### config.mk
export PLATFORM = sky130hd
export DESIGN_NAME = square_gen
export DESIGN_NICKNAME = d
export VERILOG_FILES = /design/src/rtl/square_gen.sv
export SDC_FILE = /design/constraint.sdc
export NUM_CORES = 1
export LEC_CHECK = 0
export BUFFER_PORTS_ARGS = -buffer_cell sky130_fd_sc_hd__buf_4
export CORE_AREA = 5 5 154 82
export DETAILED_ROUTE_END_ITERATION = 7
export DIE_AREA = 0 0 159 87
export PLACE_DENSITY_LB_ADDON = 0.2
export SETUP_SLACK_MARGIN = 0.05
export SYNTH_ARGS = -nofsm -noshare
export SYNTH_HDL_FRONTEND = slang
export SYNTH_SLANG_ARGS = --single-unit
export TNS_END_PERCENT = 100
### constraint.sdc
create_clock -name clk -period 6.3 [get_ports clk]
set_clock_uncertainty 0.1 [all_clocks]
set_input_delay 1.26 -clock clk [delete_from_list [all_inputs] [get_ports clk]]
set_output_delay 1.26 -clock clk [all_outputs]
set_load 0.1 [all_outputs]
### src/rtl/square_gen.sv
// Programmable square-wave generator with glitch-free reconfiguration at period boundaries.
// Optional feature macro: SQUARE_GEN_CNT_EN builds the completed-period counter on cycle_cnt.
module square_gen #(
    parameter int unsigned W = 16
) (
    input  logic         clk,
    input  logic         rst,
    input  logic         enable,
    input  logic         cfg_valid,
    output logic         cfg_ready,
    input  logic [W-1:0] cfg_period,
    input  logic [W-1:0] cfg_high,
    output logic         sigout,
    output logic         edge_pulse,
    output logic [7:0]   cycle_cnt
);

    localparam int unsigned CNT_W = 8;

    typedef enum logic [1:0] {
        IDLE = 2'd0,
        HIGH = 2'd1,
        LOW  = 2'd2
    } state_t;

    state_t       state_q, state_d;
    logic [W-1:0] cnt_q, cnt_d;
    logic [W-1:0] per_q, per_d;
    logic [W-1:0] hi_q, hi_d;
    logic         act_valid_q, act_valid_d;
    logic         pend_q, pend_d;
    logic [W-1:0] pend_per_q, pend_per_d;
    logic [W-1:0] pend_hi_q, pend_hi_d;
    logic         sigout_d;
    logic         edge_pulse_d;

    logic         hs_c;
    logic         apply_c;
    logic [W-1:0] eff_per_c;
    logic [W-1:0] eff_hi_c;
    logic [W-1:0] san_per_c;
    logic [W-1:0] san_hi_c;

    // Sanitise offered config: period at least 2, high time inside 1..per-1.
    always_comb begin
        san_per_c = (cfg_period < W'(2)) ? W'(2) : cfg_period;
        san_hi_c  = cfg_high;
        if (cfg_high == '0) begin
            san_hi_c = W'(1);
        end else if (cfg_high >= san_per_c) begin
            san_hi_c = san_per_c - W'(1);
        end
    end

    // Config that will govern the next period if a pending value is applied now.
    always_comb begin
        eff_per_c = pend_q ? pend_per_q : per_q;
        eff_hi_c  = pend_q ? pend_hi_q  : hi_q;
    end

    assign hs_c = cfg_valid && cfg_ready;

    // Next-state and next-output logic.
    always_comb begin
        state_d      = state_q;
        cnt_d        = cnt_q;
        per_d        = per_q;
        hi_d         = hi_q;
        act_valid_d  = act_valid_q;
        pend_d       = pend_q;
        pend_per_d   = pend_per_q;
        pend_hi_d    = pend_hi_q;
        sigout_d     = 1'b0;
        edge_pulse_d = 1'b0;
        apply_c      = 1'b0;

        case (state_q)
            IDLE: begin
                apply_c = pend_q;
                if (enable && act_valid_q) begin
                    state_d      = HIGH;
                    cnt_d        = eff_hi_c - W'(1);
                    sigout_d     = 1'b1;
                    edge_pulse_d = 1'b1;
                end
            end
            HIGH: begin
                sigout_d = 1'b1;
                if (cnt_q == '0) begin
                    state_d  = LOW;
                    cnt_d    = per_q - hi_q - W'(1);
                    sigout_d = 1'b0;
                end else begin
                    cnt_d = cnt_q - W'(1);
                end
            end
            LOW: begin
                if (cnt_q == '0) begin
                    // Period boundary: either start the next period or park in IDLE.
                    if (enable) begin
                        state_d      = HIGH;
                        apply_c      = pend_q;
                        cnt_d        = eff_hi_c - W'(1);
                        sigout_d     = 1'b1;
                        edge_pulse_d = 1'b1;
                    end else begin
                        state_d = IDLE;
                        cnt_d   = '0;
                    end
                end else begin
                    cnt_d = cnt_q - W'(1);
                end
            end
            default: begin
                state_d = IDLE;
                cnt_d   = '0;
            end
        endcase

        if (apply_c) begin
            per_d       = pend_per_q;
            hi_d        = pend_hi_q;
            act_valid_d = 1'b1;
            pend_d      = 1'b0;
        end

        // A new handshake wins over the clear, and loads after the old value was consumed.
        if (hs_c) begin
            pend_d     = 1'b1;
            pend_per_d = san_per_c;
            pend_hi_d  = san_hi_c;
        end
    end

    // State and output registers.
    always_ff @(posedge clk) begin
        if (!rst) begin
            state_q     <= IDLE;
            cnt_q       <= '0;
            per_q       <= '0;
            hi_q        <= '0;
            act_valid_q <= 1'b0;
            pend_q      <= 1'b0;
            pend_per_q  <= '0;
            pend_hi_q   <= '0;
            sigout      <= 1'b0;
            edge_pulse  <= 1'b0;
            cfg_ready   <= 1'b1;
        end else begin
            state_q     <= state_d;
            cnt_q       <= cnt_d;
            per_q       <= per_d;
            hi_q        <= hi_d;
            act_valid_q <= act_valid_d;
            pend_q      <= pend_d;
            pend_per_q  <= pend_per_d;
            pend_hi_q   <= pend_hi_d;
            sigout      <= sigout_d;
            edge_pulse  <= edge_pulse_d;
            cfg_ready   <= !pend_d;
        end
    end

`ifdef SQUARE_GEN_CNT_EN
    logic wrap_c;

    // LOW -> HIGH boundary marks one completed period.
    assign wrap_c = (state_q == LOW) && (cnt_q == '0) && enable;

    always_ff @(posedge clk) begin
        if (!rst) begin
            cycle_cnt <= '0;
        end else if (wrap_c) begin
            cycle_cnt <= cycle_cnt + CNT_W'(1);
        end
    end
`else
    assign cycle_cnt = CNT_W'(0);
`endif

endmodule

==> summary.md <==
| Metric | Value |
|---|---|
| I/O Buffers | 38 |
| Final Hold Vio Count | 0 |
| ANT nets after route | 0 |
| Max Buffers Root-to-Sink | 2 |
| Setup TNS | 0 ns |
| Critical hold path startpoint | pend_per_q[10] |
| DR vias | 6040 |
| Seq/Total Area, Yosys | 0.292 |
| Synth cell types | 67 |
| Resized cells post-CTS | 0 |
| GPL Wtd Cong | 0.961 |
| Setup crit end kind | register |
| Total GRT Usage | 0.270 |
| # Post-CTS Setup Buffers | 0 |
| Routed len/inst | 19.4 um |
| Outcome | completed |
| Clock-pin slew of the registers on the worst-case setup and hold paths | 0.07 ns |
| Fin crit share | 0.755 |
| Die X-Extent | 159 um |
| Crit-path max FO | 18 |
| Slew Limit Headroom | 0.232 |
| Synthesis Warnings | 0 |
| H-Tree Depth | 3 |
| Seq cells post-synth | 87 |
| Syn Area/Cell | 7.45 sq um |
| Total CTS buffers | 9 |
| Fillers | 1059 |
| Reg area | 1740 sq um |
| Setup CP Type | in2reg |
| Crit path DAT | 4.91 ns |
| CTS Root Cell | clkbuf_16 |
| 1st-pass router iterations | 5 |
| Clk_lat worst skew | 0.34 ns |
| # DRC | 0 |
| Worst VDD drop | 0.000152 V |
| P&R area growth vs syn | 11.1% |
| Global route overflow | 0 |
| Share of post-route cells with drive strength above 1 | 0.0846 |
| Antenna cells | 0 |
| CTS tree | built |
| Site row count | 28 |
| Fin crit period | 4.76 ns |
| Synthesized instance count | 801 |
| RSZ-0062 raised after global routing | no |
| Top-area cell type share of the netlist area | 0.292 |
| Max Slew Vio Count | 0 |
| Global-route wire length before repair | 29800 um |
| Final setup vio count | 0 |
| Post-synth ARST share | 0 |
| Final #Nets | 894 |
| Largest net degree at the start of global routing | 58 |
| Area occupied by multi-input gates | 3880 sq um |
| R2r startpoint | cnt_q[0] |
| Mapped Area | 5960 sq um |
| Critical path startpoint category | input pin |
| EDFF count, synth | 0 |
| Initial core utilization | 0.527 |
| I/O Pins | 47 |
| DRT iter0 DRCs | 764 |
| Vias per cell | 6.18 |
| DIE AREA | 13800 sq um |
| Cts hold-fix bufs | 0 |
| Vias in the first global route | 5510 |
| Core area | 11300 sq um |
| Final wirelength | 18900 um |
| Initial antenna violation count | 0 |
| Post-DP HPWL | 14800 um |
| Die height | 87 um |
| Clock sinks | 87 |
| Most used DFF post-synth | dfxtp_1 |
| WP data required | 6.45 ns |
| CP startpoint | cfg_period[14] |
| Worst Tran Pin Value | 1.12 ns |
| PwrDens | 308 nW/um^2 |
| Hold WC Path Type | reg2reg |
| Total power | 2040 uW |
| Cell taking the most area after synthesis | dfxtp_1 |
| Max-Cap Viols | 0 |
| Achievable clock frequency | 210 MHz |
| Synth top area cells | dfxtp_1 (29%), nand2_1 (8.9%), a21oi_1 (8.0%), ha_1 (7.1%), mux2i_1 (4.9%) |
| Leak | 0.00260 uW |
==> cell usage after synthesis, drive strengths merged (23+ instances only) <==
cell type	n
nand2	142
nor2	49
dfxtp	87
clkbuf	23
ha	34
inv	45
mux2i	29
a21oi	95
xnor2	26
nor3	31
o21ai	50
==> kinds of logic after synthesis <==
family,Yosys count,share of synthesized area
compound gates,223,0.228
xor+xnor,43,0.0631
fa+ha+maj,35,0.0747
buf+inv,85,0.0634
flops,87,0.292
mux,29,0.0487
other cells,1,0.000629
simple gates,298,0.229
==> placed cells by master (no fill, tap or decap), types with 6 or more instances in the layout <==
cell type / instances
or3_1: 6
xnor2_1: 26
xor2_1: 17
nand2_1: 141
nor2_1: 49
o31ai_1: 7
mux2i_1: 29
inv_1: 45
a211oi_1: 10
nor4_1: 15
o21ai_0: 49
ha_1: 34
nand3_1: 17
a21oi_1: 95
conb_1: 8
dfxtp_1: 87
buf_4: 44
clkbuf_16: 9
nor3_1: 31
==> power by group <==
group          internal [uW]  switching [uW]  total (uW)
logic                    276             510         787
registers                599            64.0         663
clock network            349             240         589
total                   1220             815        2040
==> registers in the layout (all words and copies together) (netlist names) <==
name and count:
cfg_ready 1, per_q 16, pend_hi_q 16, pend_q 1, act_valid_q 1, sigout 1
state_q 2, hi_q 16, edge_pulse 1, cnt_q 16, pend_per_q 16
==> path summary, 6_finish.rpt <==
check / endpoint / cells past startpoint / slack [ns]
worst max-delay path: pend_hi_q[1] / 14 / 1.54
worst min-delay path: per_q[10] / 2 / 0.35
worst max register to register: pend_q / 10 / 2.32
worst min register to register: per_q[10] / 2 / 0.35
==> cell type report <==
class / count / share of cell area
inverters: 45 / 0.0255
well taps: 150 / 0.0283
multi-input cells: 636 / 0.585
clock buffers: 9 / 0.0340
clock inverters: 6 / 0.0142
repair buffers: 44 / 0.0499
flip-flops and latches: 87 / 0.263
==> stage by stage <==
step	setup slack (ns)	cell area, sq um	utilization	std cells	hold WS (ns)
after global routing	1.35	6630	0.585	977	0.377
after detailed placement	1.39	6310	0.557	962	0.348
after global placement	1.55	6310	0.557	962	0.340
after floorplan	1.55	5990	-	808	0.332
after CTS	1.73	6630	0.585	977	0.358
final	1.54	6630	0.585	977	0.355
==> routing by layer <==
layer / track usage / vias to the layer above / wire (um)
li1: - / 2870 / -
met1: 0.414 / 2862 / 9190
met2: 0.378 / 293 / 7310
met3: 0.0818 / 15 / 2280
met4: 0.0372 / 0 / 141
met5: 0 / - / 0
==> worst max-delay path, stage by stage <==
cell,delay (ns)
buf_4,0.12
or4_1,0.58
nor4_1,0.60
nand4_1,0.41
nand2_1,0.27
inv_1,0.07
ha_1,0.26
o21ai_0,0.16
a21oi_1,0.08
o31ai_1,0.30
a31oi_2,0.13
buf_4,0.26
and2_0,0.19
o31ai_1,0.22
Note: power is estimated with default switching activity, not from simulation.
